[config.mk]
export PLATFORM = sky130hd
export DESIGN_NAME = stream_extreme_select
export DESIGN_NICKNAME = d
export VERILOG_FILES = /design/src/rtl/stream_extreme_select.sv
export SDC_FILE = /design/constraint.sdc
export NUM_CORES = 1
export LEC_CHECK = 0
export CAP_MARGIN = 20
export CORE_MARGIN = 3
export CORE_UTILIZATION = 40
export CTS_BUF_LIST = sky130_fd_sc_hd__clkbuf_4
export CTS_CLUSTER_SIZE = 10
export DETAILED_ROUTE_END_ITERATION = 10
export PLACE_DENSITY = 0.71
export REMOVE_ABC_BUFFERS = 1
export SETUP_SLACK_MARGIN = 0.15
export SYNTH_ARGS = -nofsm -noshare
export SYNTH_HDL_FRONTEND = slang
export SYNTH_SLANG_ARGS = --single-unit
[constraint.sdc]
create_clock -name clk -period 2.11 [get_ports clk]
set_clock_uncertainty 0.05 [all_clocks]
set_input_delay 0.211 -clock clk [delete_from_list [all_inputs] [get_ports clk]]
set_output_delay 0.211 -clock clk [all_outputs]
set_load 0.005 [all_outputs]
[src/rtl/stream_extreme_select.sv]
// Serial reducer: splits an unsigned stream into groups of GROUP_SIZE elements
// and reports each group's max (or min) value together with its arrival index.
module stream_extreme_select #(
  parameter int DATA_WIDTH      = 8,
  parameter int GROUP_SIZE      = 3,
  parameter int GREATER_OR_LESS = 0,
  localparam int IDX_WIDTH      = (GROUP_SIZE > 1) ? $clog2(GROUP_SIZE) : 1
) (
  input  logic                  clk,
  input  logic                  reset_n,
  input  logic                  in_valid,
  output logic                  in_ready,
  input  logic [DATA_WIDTH-1:0] in_data,
  output logic                  out_valid,
  input  logic                  out_ready,
  output logic [DATA_WIDTH-1:0] out_data,
  output logic [IDX_WIDTH-1:0]  out_index,
  output logic                  busy
);

  // Handshake: a beat moves on a rising edge where valid & ready are both high;
  // out_valid never drops and out_data/out_index never change until accepted.
  localparam logic [1:0] ST_FIRST = 2'd0;
  localparam logic [1:0] ST_ACCUM = 2'd1;
  localparam logic [1:0] ST_HOLD  = 2'd2;

  localparam logic [IDX_WIDTH-1:0] LAST_IDX = IDX_WIDTH'(GROUP_SIZE - 1);

  logic [1:0]            state_q, state_d;
  logic [IDX_WIDTH-1:0]  count_q, count_d;
  logic [DATA_WIDTH-1:0] best_val_q, best_val_d;
  logic [IDX_WIDTH-1:0]  best_idx_q, best_idx_d;

  logic in_xfer;
  logic out_xfer;
  logic better;
  logic load_first;

  assign out_valid = (state_q == ST_HOLD);
  assign in_ready  = (state_q != ST_HOLD) | out_ready;
  assign in_xfer   = in_valid & in_ready;
  assign out_xfer  = out_valid & out_ready;
  assign out_data  = out_valid ? best_val_q : '0;
  assign out_index = out_valid ? best_idx_q : '0;
  assign busy      = (count_q != '0);

  // Strict compare: an equal value never displaces the earlier element.
  assign better = (GREATER_OR_LESS != 0) ? (in_data < best_val_q)
                                         : (in_data > best_val_q);

  always_comb begin
    state_d    = state_q;
    count_d    = count_q;
    best_val_d = best_val_q;
    best_idx_d = best_idx_q;
    load_first = 1'b0;
    case (state_q)
      ST_FIRST: begin
        if (in_xfer) load_first = 1'b1;
      end
      ST_ACCUM: begin
        if (in_xfer) begin
          if (better) begin
            best_val_d = in_data;
            best_idx_d = count_q;
          end
          if (count_q == LAST_IDX) begin
            state_d = ST_HOLD;
            count_d = '0;
          end else begin
            count_d = count_q + 1'b1;
          end
        end
      end
      ST_HOLD: begin
        if (out_xfer) begin
          if (in_xfer) begin
            load_first = 1'b1;
          end else begin
            state_d = ST_FIRST;
            count_d = '0;
          end
        end
      end
      default: begin
        state_d = ST_FIRST;
        count_d = '0;
      end
    endcase
    // Element 0 of a group, whether it arrives in FIRST or overlaps a HOLD drain.
    if (load_first) begin
      best_val_d = in_data;
      best_idx_d = '0;
      if (GROUP_SIZE == 1) begin
        state_d = ST_HOLD;
        count_d = '0;
      end else begin
        state_d = ST_ACCUM;
        count_d = IDX_WIDTH'(1);
      end
    end
  end

  always_ff @(posedge clk or negedge reset_n) begin
    if (!reset_n) begin
      state_q    <= ST_FIRST;
      count_q    <= '0;
      best_val_q <= '0;
      best_idx_q <= '0;
    end else begin
      state_q    <= state_d;
      count_q    <= count_d;
      best_val_q <= best_val_d;
      best_idx_q <= best_idx_d;
    end
  end

endmodule

# --- Word-level counts from Yosys, hierarchy flattened ---
# Cells that the tools add are included.
# Widths: inputs -> output; s select.
op_classes:
  order_cmp: 1
  n_eq_ne: 9
  bitwise: 3
  n_mux: 23
  reduce_logical: 8
  n_addsub: 1
op_table:
  columns: ["cell", "n"]
  rows:
  - ["$mux 8", 5]
  - ["$mux 2", 13]
  - ["$pmux 2 s3", 2]
  - ["$gt 8x8->1", 1]
  - ["$reduce_bool 2->1", 4]
  - ["$ne 3x3->1 const B", 2]
  - ["$reduce_and 5->1", 1]
  - ["$eq 2x2->1 const B", 2]
  - ["$ne 2x2->1 const B", 2]
  - ["$reduce_and 4->1", 1]
  - ["$ne 3x1->1 const B", 1]
  - ["$ne 3x2->1 const B", 1]
  - ["$reduce_and 3->1", 1]
  - ["$add 2x1->2 const B", 1]
  - ["$and 1x1->1", 2]
  - ["$eq 2x1->1 const B", 1]
  - ["$logic_not 2->1", 1]
  - ["$mux 1", 2]
  - ["$pmux 1 s2", 1]
  - ["$or 1x1->1", 1]
totals:
  input_bits: 12
  regBits: 14
  elab_cells: 49

# --- Longest topological paths before layout ---
depth:
  ltp_word: 8
  depth_mapped: 7
  depth_no_buf: 7

# --- Worst setup path before layout ---
# Ideal clock, no wire load.
synth_timing:
  path_kind: "reg-to-reg"
  startpoint: "reg best_val_q[7]"
  endpoint: "reg best_val_q[0]"
  synth_period_minus_slack_ns: 1.979
  path_slack_ns: 0.131
  stages_incl_launch_ff: 7
  setup_ns: 0.125
  t_arrival_ns: 1.804
  cell_sequence: "dfrtp_1 > inv_1 > ha_1 > and4_2 > nor3b_4 > a221oi_4 > mux2_2"
synth_via:
  elab_chain_len: 3
synth_lines:
  columns: ["element", "line_no", "source"]
  rows:
  - ["from (decl)", "31", "logic [DATA_WIDTH-1:0] best_val_q, best_val_d;"]
  - ["from (signal assigned)", "113", "best_val_q <= best_val_d;"]
  - ["$gt 8x8->1", "49", ": (in_data > best_val_q);"]
  - ["$reduce_bool 2->1 (no source line)", null, null]
  - ["$reduce_and 3->1 (no source line)", null, null]
# No other way between the ends.
# A chain may end at the register's enable or synchronous reset.

# --- Worst setup path in the final report ---
layout_timing:
  startpoint: "reg best_val_q[6]"
  endpoint: "reg best_val_q[1]"
# The elaborated chain is that of the path after synthesis.

==> results_dict.tcl <==
set metrics [dict create \
    ys_types 24 \
    worst_pin_slew_ns 0.689 \
    power.share.clock_pct 9.0 \
    cts_inserted_buffers 3 \
    finalMaxSlewViolations 0 \
    rsz0062_at_grt "true" \
    end_kind "register" \
    power_leakage_nw 0.661 \
    grt_max_degree 15 \
    start_util_pct 44.8 \
    first_global_vias 813 \
    pin_count 25 \
    grt_pass1_wl_um 3590 \
    htreeDepth 1 \
    die_y_um 54.3 \
    slew_headroom_pct 54.0 \
    slowest_delay_ns 0.37 \
    drt_iter0_drc 5 \
    cp-start-kind "register" \
    crit_path_max_fanout 4 \
    layout-drive-gt1-share_pct 36.9 \
    n_antenna_cell 0 \
    finalCritPeriodShare_pct 94.0 \
    yosysSeqAreaShare_pct 37.5 \
    postPlaceCellArea_sq_um 1240 \
    hpwl_um 1580 \
    cp_cell_sequence "inv_1, ha_4, and4_4, a21oi_4, a221oi_4, buf_6, mux2_4" \
    grt.total_usage_pct 17.5 \
    pwr-share-seq_pct 28.5 \
    postRouteAntennaNets 0 \
    drc 0 \
    cts_hold_buf 0 \
    hold_viol 0 \
    firstDrtPassIters 3 \
    cts_root_buf "clkbuf_4" \
    critical_path_arrival_ns 2.10 \
    hold_class "in -> reg" \
    ys.warnings.count 0 \
    switching_share_pct 37.1 \
    antenna_found_initial 0 \
    p_int_mw 1.09 \
    fill_cells 149 \
    fmax_ghz 0.504 \
    cts.clk_slew.worst_paths_ns 0.09 \
    clock_latency_ns 0.28 \
    p_sw_mw 0.643 \
    fp.dieW_um 54.3 \
    die_area_sq_um 2950 \
    synth_cells 91 \
    wl_um 2230 \
    drv_cap 0 \
    gp_congestion 0.780 \
    critPathRequiredTime_ns 2.23 \
    status "finished clean" \
    num_vias 792 \
    tritoncts "done" \
    comb_power_share_pct 62.5 \
    overflow 0 \
    std_cell_rows 16 \
    syn_area_sq_um 933 \
    core-area_sq_um 2080 \
    final_area_sq_um 1470 \
    cpMaxStageDelayCell "dfrtp_1" \
    syn_avg_cell_area_sq_um 10.3 \
    crit_type "reg -> reg" \
    setup_viol 0 \
    cts_buffer_depth 2 \
    powerDensity_nw_per_um2 1180 \
    cts_sinks 14 \
    p_total_mw 1.73 \
    io_buffers 24 \
    peakVddDrop_v 0.000744 \
    wl_per_cell_um 14.2 \
    synth-seq-cells 14 \
    syn2layout_area_growth_pct 57.6 \
    vias_per_cell 5.04 \
    finalNetCount 152 \
    period_minus_slack_ns 1.98 \
]
repair_timing:
action	CTS	global route
pin swaps	4	6
resized for setup	20	14
setup buffers	4	4
setup endpoints to repair	19	21
sequential cells by signal (all words and copies together), names as in the netlist:
signal and count:
best_idx_q 2, best_val_q 8, count_q 2, state_q 2
placed cells by master, fill, tap and decap left out, drive strengths merged:
| master | synthesis | layout |
|---|---|---|
| clkbuf | 1 | 3 |
| nand3b | 2 | 2 |
| dfrtp | 14 | 14 |
| mux2 | 8 | 8 |
| o21ai | 4 | 4 |
| a22oi | 1 | 1 |
| nor3b | 1 | 1 |
| o22ai | 2 | 2 |
| or2 | 1 | 1 |
| inv | 11 | 11 |
| nand2b | 4 | 4 |
| nor2 | 2 | 2 |
| dlygate4sd2 | 0 | 1 |
| mux2i | 4 | 4 |
| clkdlybuf4s50 | 0 | 23 |
| and2 | 11 | 11 |
| a22o | 1 | 1 |
| nand2 | 7 | 7 |
| ha | 8 | 8 |
| a221oi | 1 | 1 |
| and4 | 1 | 1 |
| a21oi | 6 | 6 |
| nor2b | 1 | 1 |
| buf | 0 | 13 |
cell usage after synthesis:
library cell	number	area share (%)
inv_1	11	4.4
or2_2	1	0.67
nand2b_1	3	2.0
and2_1	11	7.4
o22ai_1	2	1.3
o21ai_0	4	2.1
nor2_1	1	0.40
ha_1	8	11
mux2i_1	4	4.3
nand3b_1	2	1.6
a22o_1	1	0.94
nor2b_1	1	0.67
nor3b_4	1	2.0
a22oi_1	1	0.80
a21oi_2	1	0.94
nand2_1	7	2.8
dfrtp_1	14	38
mux2_2	8	9.7
a221oi_4	1	2.8
clkbuf_1	1	0.40
nand2b_4	1	1.5
a21oi_1	5	2.7
nor2_4	1	1.2
and4_2	1	1.1
final timing paths:
path | endpoint | slack (ns) | from | depth (start not counted)
hold / removal | best_val_q[0]$_DFFE_PN0P_ | 0.28 | in_data[0] | 2
hold reg to reg | count_q[1]$_DFFE_PN0P_ | 0.47 | state_q[1]$_DFFE_PN0P_ | 1
min in group asynchronous | best_val_q[4]$_DFFE_PN0P_ | 0.29 | reset_n | 1
setup / recovery | best_val_q[1]$_DFFE_PN0P_ | 0.13 | best_val_q[6]$_DFFE_PN0P_ | 7
setup reg to reg | best_val_q[1]$_DFFE_PN0P_ | 0.13 | best_val_q[6]$_DFFE_PN0P_ | 7
max in group asynchronous | state_q[0]$_DFFE_PN0P_ | 1.24 | reset_n | 1
through the flow:
step	hold WS, ns	TNS [ns]	utilization [%]	setup WS [ns]	std cells
floorplan	-0.135	0	-	0.131	90
global placement	0.456	-1.45	59.6	-0.194	146
detailed placement	0.463	-1.65	59.6	-0.214	146
CTS	0.270	0	66.2	0.140	153
global route	0.272	0	70.7	0.0681	157
finish	0.280	0	70.7	0.126	157
logic make-up (layout without fill, tap and decap cells):
group           count (synthesis)  after routing  synth area share (%)
compound gates                 15             15                  11.7
fa+ha+maj                       8              8                  10.7
buf+inv                        12             51                  4.83
flops                          14             14                  37.5
mux                            12             12                  13.9
simple gates                   30             30                  21.3
cell type report:
cell class	count	area, sq um	area share, %
multi-input cells	65	677	46.0
repair buffers	37	344	23.4
well taps	27	33.8	2.30
clock buffers	3	22.5	1.53
flip-flops and latches	14	353	24.0
inverters	11	41.3	2.81
layer usage:
metal	vias up	track usage (%)	part of all wire, %
met5	-	0	0
met4	0	10.4	1.5
met3	4	3.54	4.5
met2	20	29.3	48
met1	376	20.4	46
li1	392	-	-
critical path, delay by kind of cell, from the launching register on:
family,cells,cell delay [ns]
compound gates,2,0.40
mux,1,0.30
flops,1,0.37
buf+inv,2,0.25
fa+ha+maj,1,0.27
simple gates,1,0.23
power groups by stage:
| stage | logic, mW | clock network (mW) | registers [mW] |
|---|---|---|---|
| 2_1_floorplan | 0.511 | 0 | 0.468 |
| 3_3_place_gp | 0.682 | 0 | 0.492 |
| 3_5_place_dp | 0.713 | 0 | 0.497 |
| 4_1_cts | 0.904 | 0.159 | 0.493 |
| 5_1_grt | 1.19 | 0.170 | 0.514 |
| 6_report | 1.08 | 0.157 | 0.494 |
Power figures use the tool's default switching activity.
==> variant 1: new RTL, same flow settings <==
Change the parameter `DATA_WIDTH` from 8 to 6.
--- a/src/rtl/stream_extreme_select.sv
+++ b/src/rtl/stream_extreme_select.sv
@@ -1,7 +1,7 @@
 // Serial reducer: splits an unsigned stream into groups of GROUP_SIZE elements
 // and reports each group's max (or min) value together with its arrival index.
 module stream_extreme_select #(
-  parameter int DATA_WIDTH      = 8,
+  parameter int DATA_WIDTH      = 6,
   parameter int GROUP_SIZE      = 3,
   parameter int GREATER_OR_LESS = 0,
   localparam int IDX_WIDTH      = (GROUP_SIZE > 1) ? $clog2(GROUP_SIZE) : 1
Interface: changed (resized in_data and out_data); port bits go from 25 to 21. The function was not compared with the original's and may differ.
==> variant 1 against the unedited design <==
Sequential cell count is 2 lower; first-iteration DRC count down 60%; cell area down 18%; routed wire length fell by 18%; maximum frequency is 3.6% higher; largest cell class unchanged; count of clock-buffer cells in the layout unchanged; synthesized area shrank 14%; total power shrank 23%; setup slack improved by 0.069 ns; largest power group unchanged.
==> variant 1: results (changes against the unedited design) <==
* Max FFs per register: 6 (was 8)
* Worst setup startpoint: in_data[5] (was best_val_q[6])
- Area after DPL: 1060 um2 (was 1240 um2)
- The total wire length came to 1830 um (was 2230 um).
- The maximum operating frequency came to 522 MHz (was 504 MHz).
* Int Pwr: 0.853 mW (was 1.09 mW)
- Comb group: 0.789 mW (was 1.08 mW)
- The number of distinct library cell variants in the gate-level netlist after synthesis was 28 (was 24).
- The number of multi-input combinational cells in the layout is 56 (was 65).
- The global-route wire length before repair was 2890 um (was 3590 um).
- The number of violations reported at the end of detailed-routing iteration 0 is 2 (was 5).
* Detailed Place HPWL: 1330 um (was 1580 um)
* Worst setup timing slack at the placement stage: -0.0951 ns (was -0.214 ns)
* Non-clock buffering overhead in the final layout: 23.4% (about the same)
- The number of ordinary inverters in the final layout came to 9 (was 11).
- The layout buffer count excluding clock buffers came to 30 (was 37).
- Result of the run: complete, no violations (unchanged).
- Layout clock area frac: 1.86% (was 1.53%)
* GR met3 Demand/Resource: 3.21% (was 3.54%)
- The total track usage is 15.2% (was 17.5%).
- The number of global-route vias before repair was 626 (was 813).
* Data arrival, critical path: 2.02 ns (was 2.10 ns)
- The largest net degree at the start of global routing was 13 (was 15).
- The area of all placed cells without fillers is 1210 um2 (was 1470 um2).
- TritonRoute pass-1 iters: 4 (was 3)
- Slack of the worst reg-to-reg path: 0.22 ns (was 0.13 ns)
-- variant 1: cell types whose count changed after synthesis, sizes merged, moves of 2 or more --
| cell | before | now |
|---|---|---|
| ha | 8 | 6 |
| and2 | 11 | 9 |
| dfrtp | 14 | 12 |
| mux2 | 8 | 6 |
| mux2i | 4 | 2 |
| a21oi | 6 | 4 |
| buf | 0 | 2 |
| inv | 11 | 9 |
-- variant 1: routing by layer --
metal  up-vias  share of wire [%]
met5         -                  0
met3         4                2.9
met2        11                 49
li1        340                  -
met1       326                 46
met4         0                2.5
-- variant 1: logic make-up after synthesis --
family                     Yosys count  synth area share, %
AOI/OAI and AO/OA                   14                 13.6
adders and majority gates            6                 9.30
buffers and inverters               11                 5.74
DFF                                 12                 37.2
muxes                                8                 10.9
and+or+nand+nor                     28                 23.3
-- variant 1: what timing repair did --
action	CTS	global route
gates cloned	0	0
setup buffers	0	5
pin swaps	0	4
resized for setup	2	15
setup endpoints to repair	6	15
